$ cat src/rtl/vid_timing_pkg.sv
// Shared defaults (720p timing), FSM state type and colour helpers for vid_timing_gen.
package vid_timing_pkg;

    localparam int unsigned DEF_H_ACTIVE = 1280;
    localparam int unsigned DEF_H_FP     = 110;
    localparam int unsigned DEF_H_SYNC   = 40;
    localparam int unsigned DEF_H_BP     = 220;
    localparam int unsigned DEF_V_ACTIVE = 720;
    localparam int unsigned DEF_V_FP     = 5;
    localparam int unsigned DEF_V_SYNC   = 5;
    localparam int unsigned DEF_V_BP     = 20;
    localparam int unsigned DEF_CTR_W    = 12;

    localparam logic [23:0] DEF_UNDERRUN_RGB = 24'h000000;

    localparam logic [7:0] COMP_ON  = 8'hFF;
    localparam logic [7:0] COMP_OFF = 8'h00;

    typedef enum logic {
        StIdle,
        StRun
    } vt_state_e;

    function automatic logic [23:0] pack_rgb(input logic [7:0] r, input logic [7:0] g,
                                             input logic [7:0] b);
        return {r, g, b};
    endfunction

    // Bars: white, yellow, cyan, green, magenta, red, blue, black.
    function automatic logic [23:0] bar_rgb(input logic [2:0] idx);
        return pack_rgb(idx[1] ? COMP_OFF : COMP_ON,
                        idx[2] ? COMP_OFF : COMP_ON,
                        idx[0] ? COMP_OFF : COMP_ON);
    endfunction

endpackage

$ cat src/rtl/vid_axis_counter.sv
// Wrapping raster-axis counter with terminal count, active-region and sync-window decode.
module vid_axis_counter #(
    parameter int unsigned CntW   = 12,
    parameter int unsigned Total  = 1650,
    parameter int unsigned Active = 1280,
    parameter int unsigned WinLo  = 1390,
    parameter int unsigned WinHi  = 1430
) (
    input  logic            clk_i,
    input  logic            rst_ni,
    input  logic            clr_i,
    input  logic            inc_i,
    output logic [CntW-1:0] cnt_o,
    output logic            tc_o,
    output logic            act_o,
    output logic            win_o
);

    logic [CntW-1:0] cnt_q, cnt_d;
    int unsigned     cnt_w;

    // Compare at 32 bits so a window edge equal to 2^CntW cannot alias to zero.
    always_comb begin
        cnt_w = 32'(cnt_q);
        tc_o  = (cnt_w == Total - 1);
        act_o = (cnt_w < Active);
        win_o = (cnt_w >= WinLo) && (cnt_w < WinHi);
    end

    always_comb begin
        cnt_d = cnt_q;
        if (clr_i) begin
            cnt_d = '0;
        end else if (inc_i) begin
            cnt_d = tc_o ? '0 : cnt_q + CntW'(1);
        end
    end

    always_ff @(posedge clk_i) begin
        if (!rst_ni) begin
            cnt_q <= '0;
        end else begin
            cnt_q <= cnt_d;
        end
    end

    assign cnt_o = cnt_q;

endmodule

$ cat src/rtl/vid_timing_gen.sv
// Raster timing generator feeding the TMDS encoder; colour-bar test pattern is built in
// only when VID_TIMING_TEST_PATTERN_EN is defined.
module vid_timing_gen
    import vid_timing_pkg::*;
#(
    parameter int unsigned H_ACTIVE     = DEF_H_ACTIVE,
    parameter int unsigned H_FP         = DEF_H_FP,
    parameter int unsigned H_SYNC       = DEF_H_SYNC,
    parameter int unsigned H_BP         = DEF_H_BP,
    parameter int unsigned V_ACTIVE     = DEF_V_ACTIVE,
    parameter int unsigned V_FP         = DEF_V_FP,
    parameter int unsigned V_SYNC       = DEF_V_SYNC,
    parameter int unsigned V_BP         = DEF_V_BP,
    parameter bit          HSYNC_POL    = 1'b1,
    parameter bit          VSYNC_POL    = 1'b1,
    parameter int unsigned CTR_W        = DEF_CTR_W,
    parameter logic [23:0] UNDERRUN_RGB = DEF_UNDERRUN_RGB
) (
    input  logic             vga_clk_sig,
    input  logic             reset,
    input  logic             enable,
`ifdef VID_TIMING_TEST_PATTERN_EN
    input  logic             test_pattern,
`endif
    input  logic [23:0]      pix_data,
    input  logic             pix_valid,
    output logic             pix_ready,
    output logic             dvi_de,
    output logic [7:0]       dvi_red,
    output logic [7:0]       dvi_grn,
    output logic [7:0]       dvi_blu,
    output logic             dvi_hsync,
    output logic             dvi_vsync,
    output logic [3:0]       dvi_ctl,
    output logic             frame_start,
    output logic             underrun,
    output logic [15:0]      underrun_cnt,
    output logic [CTR_W-1:0] h_cnt,
    output logic [CTR_W-1:0] v_cnt
);

    localparam int unsigned H_TOTAL = H_ACTIVE + H_FP + H_SYNC + H_BP;
    localparam int unsigned V_TOTAL = V_ACTIVE + V_FP + V_SYNC + V_BP;

    vt_state_e   state_q, state_d;
    logic        run, active, cnt_clr, und_pix, frame_first, tp_on;
    logic        h_tc, h_act, h_win, v_tc, v_act, v_win;
    logic [23:0] bar_colour;

    logic        de_q, de_d, hs_q, hs_d, vs_q, vs_d, fs_q, fs_d, und_q, und_d;
    logic [23:0] rgb_q, rgb_d;
    logic [15:0] ucnt_q, ucnt_d;

    vid_axis_counter #(
        .CntW  (CTR_W),
        .Total (H_TOTAL),
        .Active(H_ACTIVE),
        .WinLo (H_ACTIVE + H_FP),
        .WinHi (H_ACTIVE + H_FP + H_SYNC)
    ) u_h_axis (
        .clk_i (vga_clk_sig),
        .rst_ni(reset),
        .clr_i (cnt_clr),
        .inc_i (1'b1),
        .cnt_o (h_cnt),
        .tc_o  (h_tc),
        .act_o (h_act),
        .win_o (h_win)
    );

    vid_axis_counter #(
        .CntW  (CTR_W),
        .Total (V_TOTAL),
        .Active(V_ACTIVE),
        .WinLo (V_ACTIVE + V_FP),
        .WinHi (V_ACTIVE + V_FP + V_SYNC)
    ) u_v_axis (
        .clk_i (vga_clk_sig),
        .rst_ni(reset),
        .clr_i (cnt_clr),
        .inc_i (h_tc),
        .cnt_o (v_cnt),
        .tc_o  (v_tc),
        .act_o (v_act),
        .win_o (v_win)
    );

`ifdef VID_TIMING_TEST_PATTERN_EN
    localparam int unsigned BAR_W = (H_ACTIVE >= 8) ? H_ACTIVE / 8 : 1;
    logic [2:0] bar_idx;
    assign tp_on      = test_pattern;
    assign bar_idx    = 3'(h_cnt / CTR_W'(BAR_W));
    assign bar_colour = bar_rgb(bar_idx);
`else
    assign tp_on      = 1'b0;
    assign bar_colour = '0;
`endif

    always_ff @(posedge vga_clk_sig) begin
        if (!reset) begin
            state_q <= StIdle;
        end else begin
            state_q <= state_d;
        end
    end

    // enable is only honoured on a frame boundary.
    always_comb begin
        state_d = state_q;
        case (state_q)
            StIdle:  if (enable) state_d = StRun;
            StRun:   if (h_tc && v_tc && !enable) state_d = StIdle;
            default: state_d = StIdle;
        endcase
    end

    always_comb begin
        run         = (state_q == StRun);
        cnt_clr     = !run;
        active      = run && h_act && v_act;
        pix_ready   = active && !tp_on;
        und_pix     = active && !pix_valid && !tp_on;
        frame_first = run && (h_cnt == '0) && (v_cnt == '0);

        de_d  = active;
        rgb_d = '0;
        if (active) begin
            if (tp_on) begin
                rgb_d = bar_colour;
            end else if (pix_valid) begin
                rgb_d = pix_data;
            end else begin
                rgb_d = UNDERRUN_RGB;
            end
        end
        hs_d  = (run && h_win) ? HSYNC_POL : !HSYNC_POL;
        vs_d  = (run && v_win) ? VSYNC_POL : !VSYNC_POL;
        fs_d  = frame_first;
        und_d = und_q | und_pix;

        ucnt_d = ucnt_q;
        if (frame_first && !tp_on) begin
            ucnt_d = und_pix ? 16'd1 : 16'd0;
        end else if (und_pix && (ucnt_q != 16'hFFFF)) begin
            ucnt_d = ucnt_q + 16'd1;
        end
    end

    always_ff @(posedge vga_clk_sig) begin
        if (!reset) begin
            de_q   <= 1'b0;
            rgb_q  <= '0;
            hs_q   <= !HSYNC_POL;
            vs_q   <= !VSYNC_POL;
            fs_q   <= 1'b0;
            und_q  <= 1'b0;
            ucnt_q <= '0;
        end else begin
            de_q   <= de_d;
            rgb_q  <= rgb_d;
            hs_q   <= hs_d;
            vs_q   <= vs_d;
            fs_q   <= fs_d;
            und_q  <= und_d;
            ucnt_q <= ucnt_d;
        end
    end

    assign dvi_de       = de_q;
    assign dvi_red      = rgb_q[23:16];
    assign dvi_grn      = rgb_q[15:8];
    assign dvi_blu      = rgb_q[7:0];
    assign dvi_hsync    = hs_q;
    assign dvi_vsync    = vs_q;
    assign dvi_ctl      = 4'b0000;
    assign frame_start  = fs_q;
    assign underrun     = und_q;
    assign underrun_cnt = ucnt_q;

endmodule
$ cat config.mk
export PLATFORM = sky130hd
export DESIGN_NAME = vid_timing_gen
export DESIGN_NICKNAME = d
export VERILOG_FILES = /design/src/rtl/vid_timing_pkg.sv /design/src/rtl/vid_axis_counter.sv /design/src/rtl/vid_timing_gen.sv
export SDC_FILE = /design/constraint.sdc
export NUM_CORES = 1
export LEC_CHECK = 0
export CAP_MARGIN = 20
export CORE_ASPECT_RATIO = 0.8
export CORE_UTILIZATION = 40
export CTS_CLUSTER_DIAMETER = 80
export DETAILED_ROUTE_END_ITERATION = 12
export GPL_TIMING_DRIVEN = 0
export PLACE_DENSITY = 0.75
export SLEW_MARGIN = 20
export SYNTH_ARGS = -nofsm -noshare
export SYNTH_HDL_FRONTEND = slang
export SYNTH_SLANG_ARGS = --single-unit
$ cat constraint.sdc
create_clock -name vga_clk_sig -period 1.61 [get_ports vga_clk_sig]
set_input_delay 0.322 -clock vga_clk_sig [delete_from_list [all_inputs] [get_ports vga_clk_sig]]
set_output_delay 0.322 -clock vga_clk_sig [all_outputs]
set_load 0.02 [all_outputs]
## Yosys cells after proc, flatten, opt, wreduce, memory -nomap -nowiden

Index checks and enable logic that the tools add are counted.

- Flip-flop bits (word level): 70
- Output and inout bits: 74
- Logic and storage cells: 54

- Add/sub/neg operators: 3
- $lt $le $gt $ge: 6
- Eq/ne operators: 3
- Muxes and demuxes: 9
- Bitwise operators: 3
- Reductions and logical operators: 20

Operators by type and width:

| cell | number |
|---|---|
| $mux W16 | 2 |
| $add A12 B1 Y12 const B | 2 |
| $logic_not A12 Y1 | 2 |
| $lt A12 B10 Y1 const B | 2 |
| $lt A12 B11 Y1 const B | 2 |
| $add A16 B1 Y16 const B | 1 |
| $ne A16 B16 Y1 const B | 1 |
| $eq A12 B10 Y1 const B | 1 |
| $eq A12 B11 Y1 const B | 1 |
| $ge A12 B10 Y1 const B | 1 |
| $ge A12 B11 Y1 const B | 1 |
| $logic_and A1 B1 Y1 | 12 |
| $mux W12 | 1 |
| $mux W1 | 5 |
| $reduce_and A3 Y1 | 1 |
| $reduce_or A3 Y1 | 1 |
| $logic_not A1 Y1 | 2 |
| $not A1 Y1 | 2 |
| $pmux W1 S2 | 1 |
| $reduce_and A2 Y1 | 1 |
| $reduce_bool A2 Y1 | 1 |
| $or A1 B1 Y1 | 1 |

## Depth between registers and ports, before layout

Gate-level depths: netlist of the first run.

- Depth in word-level cells: 7
- Depth in mapped cells: 8
- Gate-level depth less buffers: 7

## By module

A second synthesis of the first run with hierarchy kept.

- Cell total of the unflattened synthesis: 340
- Area, all modules: 3124.2 um^2

By module, submodules not included:

| module | instances | cells each | area each (um^2) |
|---|---|---|---|
| vid_timing_gen | 1 | 186 | 1770.4 |
| vid_axis_counter | 2 | 77 | 676.9 |

## Least setup slack after synthesis of the first run

Ideal clock, no wire load.

- Path kind: reg-to-reg
- Start: register u_v_axis.cnt_q[0], in the netlist u_v_axis.cnt_o[0]
- End: register ucnt_q[5], in the netlist underrun_cnt[5]
- Setup time: 0.072 ns
- Arrival time: 1.897 ns
- Required time: 1.538 ns
- Setup slack: -0.358 ns
- Stages on the path, launching flop included: 9
- Clock period less this slack: 1.968 ns
- Cell sequence: dfxtp_1 inv_1 ha_1 nor4b_1 and4_1 a21oi_1 buf_2 nand2_1 mux2i_1

- Word-level cells in the longest chain between the ends: 5
- Elaborated cells between the ends (all ways): 8

RTL lines:

| item | line | RTL |
|---|---|---|
| start, declared | vid_axis_counter.sv:19 | `logic [CntW-1:0] cnt_q, cnt_d;` |
| start signal, assigned | vid_axis_counter.sv:43 | `cnt_q <= cnt_d;` |
| $lt A12 B10 Y1 | vid_axis_counter.sv:26 | `act_o = (cnt_w < Active);` |
| $logic_and A1 B1 Y1 | vid_timing_gen.sv:120 | `active = run && h_act && v_act;` |
| $logic_and A1 B1 Y1 | vid_timing_gen.sv:122 | `und_pix = active && !pix_valid && !tp_on;` |
| $logic_and A1 B1 Y1 | vid_timing_gen.sv:144 | `end else if (und_pix && (ucnt_q != 16'hFFFF)) begin` |
| $reduce_bool A2 Y1 (no line) | n/a |  |
| end signal, assigned | vid_timing_gen.sv:165 | `ucnt_q <= ucnt_d;` |
| end, declared | vid_timing_gen.sv:52 | `logic [15:0] ucnt_q, ucnt_d;` |

Several ways; a longest one is shown, not always the timed one.
A chain may end at the register's enable or synchronous reset.

## Worst setup path after layout of the first run

- Start: register u_v_axis.cnt_q[11], in the netlist u_v_axis.cnt_o[11]
- End: register ucnt_q[3], in the netlist underrun_cnt[3]

Same word-level chain as after synthesis.

==> impl_metrics.tcl, run 1 <==
set metrics [dict create \
    yosysWarnings 0 \
    setup_viol 52 \
    fmax_mhz 518 \
    fin_crit_ns 1.93 \
    synth_top_cell_by_area "dfxtp_1" \
    synth-edff-count 0 \
    dr.pass1.iters 5 \
    post_synth_num_cell_types 42 \
    final-hold-violation-count 0 \
    busiest_layer "met2" \
    path_max_fanout 5 \
    antenna_cells 0 \
    route.detailed.drc 0 \
    p_int_mw 2.67 \
    worst_slack_ns -0.320 \
    clk_pin_slew_ns 0.08 \
    syn_area_per_cell_um2 8.93 \
    initial_utilization_pct 41.7 \
    end_kind "register" \
    fin_worst_skew_ns 0.0120 \
    ys_ff_latch 70 \
    clock-sinks 70 \
    p_comb_share_pct 17.0 \
    p_sw_share_pct 26.3 \
    die_height_um 80.9 \
    p_clk_share_pct 33.7 \
    grt_util_all_layers_pct 22.2 \
    placed_area_um2 4370 \
    synthArstFlopShare_pct 0 \
    cts_max_level 3 \
    hp-class "register to register" \
    status "finished, violations left" \
    synth-main-ff-cell "dfxtp_1" \
    grt_util_met3_pct 6.88 \
    fin_tns_setup_ns -6.73 \
    cp.arrival_ns 2.20 \
    p_sw_mw 0.952 \
    synth_top_area_share_pct 45.1 \
    io_buffers 97 \
    cp_data_required_time_ns 1.88 \
    core_region_area_um2 7460 \
    grt_pass1_vias 2882 \
    violations "setup timing" \
    rsz0062_at_grt "true" \
    p_leak_nw 2.41 \
    numCtsBuffers 9 \
    postRouteAntennaNets 0 \
    p_total_mw 3.62 \
    cts-root-buf "clkbuf_8" \
    clk_path_buf_depth 2 \
    seqPwrFrac_pct 49.3 \
    synthToLayoutAreaGrowth_pct 70.6 \
    drt-wirelength-per-cell_um 15.3 \
    wl_um 9310 \
    layout-drive-gt1-share_pct 34.5 \
    syn_area_um2 3110 \
    drt-vias-per-instance 5.13 \
    num_rows 28 \
    cts_tree "done" \
    io_pins 102 \
    slew_violations 0 \
    gp_congestion 0.867 \
    grt_overflow 0 \
    max-vdd-ir-drop_mv 0.651 \
    criticalPathCategory "register to register" \
    die_w_um 101 \
    ctsHoldBuffers 0 \
    vias 3116 \
    grt_use_met1_pct 27.3 \
    ff2ff_setup_slack_ns -0.32 \
    layout.nets 534 \
    grtUsageMet2_pct 36.6 \
    drtIter0Drc 105 \
    seq_area_frac_synth_pct 45.1 \
    postLayoutCellArea_um2 5300 \
    fp.dieArea_um2 8130 \
    clock_latency_ns 0.34 \
    critPathLaunchType "register" \
    p_per_area_nw_per_um2 683 \
    dp_hpwl_um 5690 \
    fin_util_pct 71.1 \
    maxCapViolations 0 \
    antenna_found_initial 0 \
    period_share_pct 120 \
    synth_area_leaders "dfxtp_1 45%, and2_1 6.4%, nor2_1 4.5%" \
    grt_max_degree 12 \
    synthesis.instances 348 \
    grt_pass1_wl_um 13800 \
]
cell usage in the layout (no fill, tap or decap), types with 3 or more instances in the layout:
cell             count
dfxtp_2             18
nand3_1             15
nor3_4               3
nand2_1             30
conb_1               4
nor2_2               9
nor3_1               3
nand4_1              9
a21oi_1              5
buf_12               3
buf_8                5
dlygate4sd2_1       38
inv_1                5
buf_4               34
clkdlybuf4s50_1     38
nand2b_1             8
and3_4               3
and3_1               3
o21ai_0              4
xor2_1               8
xnor2_1             13
mux2i_1              8
nor3_2               6
dlymetal6s2s_1      20
clkbuf_1             3
a21oi_2              3
clkbuf_8            11
and2_1              19
and2_4              12
o31ai_2              3
nor4_4               4
clkbuf_2             3
buf_6               13
or4_1                5
dfxtp_4             12
dfxtp_1             40
nor2_1              26
ha_1                 6
registers in the layout, indices dropped and copies added (netlist names):
| register | flops |
|---|---|
| u_h_axis.cnt_o | 12 |
| u_v_axis.cnt_o | 12 |
| dvi_de | 1 |
| underrun | 1 |
| dvi_hsync | 1 |
| underrun_cnt | 16 |
| run | 1 |
| rgb_q | 24 |
| dvi_vsync | 1 |
| frame_start | 1 |
synth_stat cells, types with 6 or more instances:
cell type,instances
nor3_1,11
clkbuf_1,8
or4_1,7
o31ai_1,6
buf_2,7
nand2_1,32
and3_1,6
xnor2_1,13
mux2i_1,8
inv_1,6
nand3_1,16
xor2_1,8
dfxtp_1,70
nand4_1,9
nor2_1,37
nand2b_1,8
and2_1,32
a21oi_1,9
ha_1,8
stage by stage:
| stage | hold slack [ns] | setup WS [ns] | cells |
|---|---|---|---|
| CTS | 0.476 | -0.286 | 595 |
| global placement | 0.450 | -0.444 | 553 |
| global route | 0.507 | -0.382 | 607 |
| floorplan | 0.428 | -0.0951 | 351 |
| finish | 0.478 | -0.320 | 607 |
| detailed placement | 0.467 | -0.448 | 553 |
what timing repair did:
item                       CTS  global route
buffers inserted            22            12
setup endpoints to repair   98            87
resized for setup          121            68
pin swaps                   43            20
gates cloned                 5             1
area by class of cell:
class	count	area (um^2)
multi-input cells	254	1960
clock inverters	2	10.0
repair buffers	136	1320
clock buffers	13	149
plain buffers	21	239
inverters	6	25.0
well taps	105	131
flip-flops and latches	70	1470
fillers	577	2160
routing by layer:
| layer | part of all wire, % | up-vias |
|---|---|---|
| li1 | - | 1490 |
| met1 | 42 | 1464 |
| met2 | 49 | 140 |
| met3 | 7.5 | 22 |
| met4 | 2.2 | 0 |
| met5 | 0 | - |
power groups by stage:
stage	registers [mW]	clock network, mW	logic (mW)
finish	1.79	1.22	0.616
detailed placement	1.84	0	0.434
CTS	1.79	1.24	0.564
floorplan	1.89	0	0.182
global placement	1.84	0	0.428
global route	1.79	1.33	0.658
cell families after synthesis:
family	synth area share (%)
muxes	2.58
AOI/OAI and AO/OA	5.63
other	0.121
buffers and inverters	4.51
xor gates and xnor gates	5.92
and+or+nand+nor	33.0
DFF	45.1
adders and majority gates	3.22
worst max-delay path: stages (launching register included):
cell	delay, ns
dfxtp_4	0.37
nor4b_4	0.32
and3_4	0.25
buf_6	0.10
nand2_4	0.05
buf_2	0.20
or4_1	0.42
a21oi_1	0.15
final timing paths:
kind                                   start                            end  depth (start not counted)
max          u_v_axis.cnt_o[11]$_SDFFE_PN0N_   underrun_cnt[3]$_SDFFE_PN0P_                          7
min            underrun_cnt[13]$_SDFFE_PN0P_  underrun_cnt[13]$_SDFFE_PN0P_                          2
max reg2reg  u_v_axis.cnt_o[11]$_SDFFE_PN0N_   underrun_cnt[3]$_SDFFE_PN0P_                          7
min reg2reg    underrun_cnt[13]$_SDFFE_PN0P_  underrun_cnt[13]$_SDFFE_PN0P_                          2
No activity file was read; power rests on OpenSTA's default activity.
==> inputs of run 2 (changes only) <==
Settings changed: ABC_CLOCK_PERIOD_IN_PS from default to 1700.
Clock period 1.61 ns to 1.7 ns, I/O delays scaled along.
==> run 2 against run 1 <==
  * The run still ends with setup timing left
  * Clock skew shrank 0.0034 ns
  * Largest power group unchanged
  * Register-to-register slack better by 0.06 ns
  * Clock-buffer cell count down 4
  * Critical endpoint is now underrun_cnt[10]$_SDFFE_PN0P_
  * Sequential cell count did not move
  * Combinational power is 12% lower
  * Non-clock buffer count is 4 lower
  * Total power is 0.41% higher
  * Setup slack better by 0.065 ns
  * Die area unchanged
  * Clock power rose by 15%
  * First-iteration DRC count up 50%
  * Critical path depth decreased by 1
  * Critical path type unchanged
==> impl_metrics.tcl, run 2 (same netlist as run 1, synthesis figures left out) <==
set metrics [dict create \
    io_pins 102 \
    p_leak_nw 2.23 \
    worst_slack_ns -0.255 \
    clk_pin_slew_ns 0.09 \
    finalNonFillerCells 604 \
    final-hold-violation-count 0 \
    drt-vias-per-instance 5.11 \
    period_share_pct 115 \
    fin_tns_setup_ns -1.41 \
    drtIter0Drc 158 \
    p_per_area_nw_per_um2 694 \
    num_rows 28 \
    ctsHoldBuffers 0 \
    holdPathStages 3 \
    violations "setup timing" \
    initial_utilization_pct 41.7 \
    final_common_cell "clkdlybuf4s50_1" \
    crit_start "u_h_axis.cnt_o[11]$_SDFF_PP0_" \
    cp_top_family "simple AND/OR/NAND/NOR gates" \
    final_cell_mix "63 x clkdlybuf4s50_1, 45 x dfxtp_1, 37 x buf_4" \
    max-vdd-ir-drop_mv 0.521 \
    cts_tree "done" \
    grt_pass1_vias 2904 \
    largest_register "rgb_q" \
    cp.depth 6 \
    die_w_um 101 \
    cp.arrival_ns 2.23 \
    path_max_fanout 5 \
    cts-root-buf "clkbuf_8" \
    antenna_cells 0 \
    regToRegStartpoint "u_h_axis.cnt_o[11]$_SDFF_PP0_" \
    vias 3084 \
    fmax_mhz 512 \
    route.detailed.drc 0 \
    die_height_um 80.9 \
    gp_congestion 0.859 \
    worstPathCellList "nor4b_4 > and3_4 > nand2_2 > buf_6 > or4_4 > a21oi_2" \
    grt_util_all_layers_pct 22.1 \
    io_buffers 97 \
    layout.nets 530 \
    clock_latency_ns 0.35 \
    drt-wirelength-per-cell_um 15.7 \
    grt_pass1_wl_um 13900 \
    status "finished, violations left" \
    cp.buffers_inverters 1 \
    fin_crit_ns 1.95 \
    grt_max_degree 15 \
    clk_path_buf_depth 2 \
    dp_hpwl_um 5670 \
    rsz0062_at_grt "true" \
    wl_um 9500 \
    layout-drive-gt1-share_pct 29.7 \
    criticalPathCategory "register to register" \
    fp.dieArea_um2 8130 \
    numCtsBuffers 9 \
    end_kind "register" \
    antenna_found_initial 0 \
    crit_path_end "underrun_cnt[10]$_SDFFE_PN0P_" \
    maxCapViolations 0 \
    r2r-end "underrun_cnt[10]$_SDFFE_PN0P_" \
    core_region_area_um2 7460 \
    cp_data_required_time_ns 1.97 \
    critPathLaunchType "register" \
    ff2ff_path_depth 6 \
    setup_viol 14 \
    largest_register_ffs 24 \
    cts_max_level 3 \
    ff2ff_setup_slack_ns -0.25 \
    clock-sinks 70 \
    postRouteAntennaNets 0 \
    hp-class "input pin to register" \
    grt_overflow 0 \
    slew_violations 0 \
    fillers 579 \
    crit_path_top_delay_cell "or4_4" \
    dr.pass1.iters 5 \
    synthToLayoutAreaGrowth_pct 68.7 \
    dp_cells 553 \
    fin_worst_skew_ns 0.00861 \
    max_stage_delay_ns 0.52 \
]
[run 2: changes by cell type in the layout (fill, tap and decap cells not counted), moves of 4 or more]
cell / before / now
dlygate4sd2_1: 38 / 19
and2_4: 12 / 2
inv_6: 0 / 4
and2_1: 19 / 30
nor2_2: 9 / 3
dlymetal6s2s_1: 20 / 14
buf_8: 5 / 0
clkdlybuf4s50_1: 38 / 63
nor2_1: 26 / 33
dfxtp_1: 40 / 45
dfxtp_2: 18 / 13
[run 2: how the worst min path moves through the flow]
stage | from | endpoint | slack [ns]
final | reset | run$_SDFF_PN0_ | 0.41
after global routing | reset | run$_SDFF_PN0_ | 0.43
after CTS | underrun_cnt[13]$_SDFFE_PN0P_ | underrun_cnt[13]$_SDFFE_PN0P_ | 0.48
after detailed placement | underrun_cnt[13]$_SDFFE_PN0P_ | underrun_cnt[13]$_SDFFE_PN0P_ | 0.47
after global placement | underrun$_SDFF_PN0_ | underrun$_SDFF_PN0_ | 0.45
after floorplan | reset | run$_SDFF_PN0_ | 0.45
[run 2: worst reg2reg max path, cell delays in order, from the launching register on]
cell and delay [ns]:
dfxtp_4 0.37, nor4b_4 0.32, and3_4 0.25, nand2_2 0.09, buf_6 0.15, or4_4 0.53
a21oi_2 0.18
[run 2: area by class of cell]
cell class | count | area [um^2] | area share, %
tap | 105 | 131 | 2.50
buffer | 18 | 180 | 3.44
multi-input combinational | 254 | 1910 | 36.4
clock inverter | 7 | 77.6 | 1.48
inverter | 6 | 22.5 | 0.429
sequential | 70 | 1460 | 27.9
clock buffer | 9 | 124 | 2.36
timing repair buffer | 135 | 1340 | 25.5
[run 2: power by group]
part | total, mW | internal, mW | leakage [nW] | switching (mW)
clock network | 1.40 | 0.696 | 0.101 | 0.708
logic | 0.543 | 0.283 | 1.54 | 0.260
registers | 1.69 | 1.67 | 0.584 | 0.0236
total | 3.64 | 2.65 | 2.23 | 0.992
[run 2: timing repair]
action                                  in CTS  in global routing
gates cloned                                 3                  2
hold endpoints to repair                     0                  0
setup buffers                               22                 11
endpoints found under the setup margin      79                 62
pin swaps                                   18                 23
resized for setup                           81                 72
[run 2: layer usage]
| layer | part of all wire [%] | up-vias | wire [um] | GRT usage [%] |
|---|---|---|---|---|
| li1 | - | 1480 | - | - |
| met1 | 42 | 1442 | 3980 | 27.1 |
| met2 | 48 | 139 | 4570 | 35.8 |
| met3 | 7.9 | 23 | 750 | 7.57 |
| met4 | 2.1 | 0 | 203 | 8.84 |
| met5 | 0 | - | 0 | 0 |
[run 2: through the flow]
step           area, um^2  utilization (%)  power, mW  hold slack (ns)  setup slack [ns]
3_3_place_gp         4330             58.0       2.15            0.453            -0.347
2_1_floorplan        3230                -       1.96            0.446           -0.0292
6_report             5250             70.3       3.64            0.410            -0.255
3_5_place_dp         4330             58.0       2.15            0.469            -0.339
5_1_grt              5250             70.3       3.78            0.429            -0.294
4_1_cts              4920             66.0       3.63            0.485            -0.179
==> inputs of run 3 (changes only) <==
Settings changed: CORE_UTILIZATION 40 to 41, PLACE_DENSITY 0.75 to 0.76, SLEW_MARGIN 20 to 25.
==> run 3 against run 2 <==
  * The run still ends with setup timing left
  * Cell count is 4.0% lower
  * Largest cell class unchanged
  * Largest power group unchanged
  * Non-clock buffer count is 9 lower
  * Combinational power is 3% lower
  * Highest routed layer unchanged
  * Sequential cell count stayed put
==> impl_metrics.tcl, run 3 (same netlist as run 1, synthesis figures left out) <==
set metrics [dict create \
    grt_pass1_wl_um 13600 \
    cp.arrival_ns 2.19 \
    wl_um 8530 \
    path_max_fanout 6 \
    layout.nets 521 \
    largest_register "rgb_q" \
    route.detailed.drc 0 \
    vias 3018 \
    finalNonFillerCells 580 \
    slew_violations 0 \
    rsz0062_at_grt "true" \
    fmax_mhz 523 \
    layout-drive-gt1-share_pct 26.9 \
    fin_worst_skew_ns 0.00747 \
    dp_hpwl_um 5840 \
    cts_tree "done" \
    drtIter0Drc 131 \
    criticalPathCategory "register to register" \
    grt_pass1_vias 2809 \
    cp_data_required_time_ns 1.98 \
    fin_crit_ns 1.91 \
    io_buffers 97 \
    drt-vias-per-instance 5.20 \
    fin_tns_setup_ns -2.19 \
    hp-class "register to register" \
    final_common_cell "clkdlybuf4s50_1" \
    postLayoutCellArea_um2 5040 \
    io_pins 102 \
    critPathLaunchType "register" \
    ctsHoldBuffers 0 \
    synthToLayoutAreaGrowth_pct 62.1 \
    drt-wirelength-per-cell_um 14.7 \
    period_share_pct 112 \
    p_per_area_nw_per_um2 705 \
    fp.dieArea_um2 7940 \
    cts-root-buf "clkbuf_8" \
    status "finished, violations left" \
    num_rows 28 \
    final-hold-violation-count 0 \
    initial_utilization_pct 42.3 \
    largest_register_ffs 24 \
    clock-sinks 70 \
    cts_max_level 3 \
    die_height_um 79.9 \
    fin_util_pct 68.5 \
    maxCapViolations 0 \
    grt_util_all_layers_pct 22.1 \
    placed_area_um2 4310 \
    numCtsBuffers 9 \
    clk_pin_slew_ns 0.08 \
    grt_overflow 0 \
    p_leak_nw 1.99 \
    end_kind "register" \
    setup_viol 36 \
    clk_path_buf_depth 2 \
    antenna_found_initial 0 \
    hold_ws_ns 0.480 \
    postRouteAntennaNets 0 \
    die_w_um 99.4 \
    antenna_cells 0 \
    violations "setup timing" \
    core_region_area_um2 7360 \
    dr.pass1.iters 4 \
    dp_cells 538 \
    clock_latency_ns 0.35 \
    final_cell_mix "68 x clkdlybuf4s50_1, 45 x dfxtp_1, 34 x nor2_1" \
    gp_congestion 0.890 \
    worst_slack_ns -0.211 \
    grt_max_degree 15 \
    max-vdd-ir-drop_mv 0.520 \
]
run 3: cell count changes in the layout (fill, tap and decap cells not counted), moves of 4 or more:
cell	previous run	this run
dlymetal6s2s_1	14	4
dfxtp_2	13	17
clkdlybuf4s50_1	63	68
dlygate4sd2_1	19	24
dfxtp_4	12	8
buf_4	37	25
run 3: power breakdown:
group          leakage, nW  switching, mW  internal, mW
sequential           0.583         0.0249          1.67
clock               0.0946          0.694         0.633
combinational         1.31          0.253         0.276
run 3: layout make-up:
class | count | area (um^2)
buffer | 20 | 203
clock buffer | 10 | 149
clock inverter | 6 | 50.0
fill | 576 | 2320
inverter | 6 | 22.5
multi-input combinational | 254 | 1850
sequential | 70 | 1450
tap | 90 | 113
timing repair buffer | 124 | 1200
run 3: stage by stage:
stage,power (mW),setup slack [ns]
after CTS,3.53,-0.191
after global placement,2.15,-0.362
after global routing,3.71,-0.254
after floorplan,1.96,-0.0292
after detailed placement,2.15,-0.365
final,3.55,-0.211
run 3: repair_timing:
item | CTS | global route
setup buffers | 12 | 12
gates cloned | 1 | 2
pin swaps | 27 | 11
endpoints found under the setup margin | 82 | 55
resized for setup | 80 | 54
run 3: worst max-delay path, stage by stage, from the launching register on:
cell and delay (ns):
dfxtp_1 0.40, nor4b_4 0.29, and3_4 0.24, buf_6 0.10
nand2_4 0.06, buf_6 0.14, or4_1 0.47, a21oi_1 0.15
run 3: path summary, 6_finish.rpt:
| kind | cells after the start | from | slack, ns | end |
|---|---|---|---|---|
| setup reg to reg | 7 | u_h_axis.cnt_o[11]$_SDFF_PP0_ | -0.21 | underrun_cnt[10]$_SDFFE_PN0P_ |
| hold reg to reg | 2 | underrun_cnt[13]$_SDFFE_PN0P_ | 0.48 | underrun_cnt[13]$_SDFFE_PN0P_ |
| hold / removal | 2 | underrun_cnt[13]$_SDFFE_PN0P_ | 0.48 | underrun_cnt[13]$_SDFFE_PN0P_ |
| setup / recovery | 7 | u_h_axis.cnt_o[11]$_SDFF_PP0_ | -0.21 | underrun_cnt[10]$_SDFFE_PN0P_ |
run 3: metal layers:
metal  share of wire (%)  global-route usage [%]  wire (um)  vias up
li1                    -                       -          -     1465
met1                  43                    26.8       3660     1420
met2                  47                    35.4       3990      121
met3                 8.5                    7.44        722       12
met4                 1.8                    10.3        155        0
met5                   0                       0          0        -
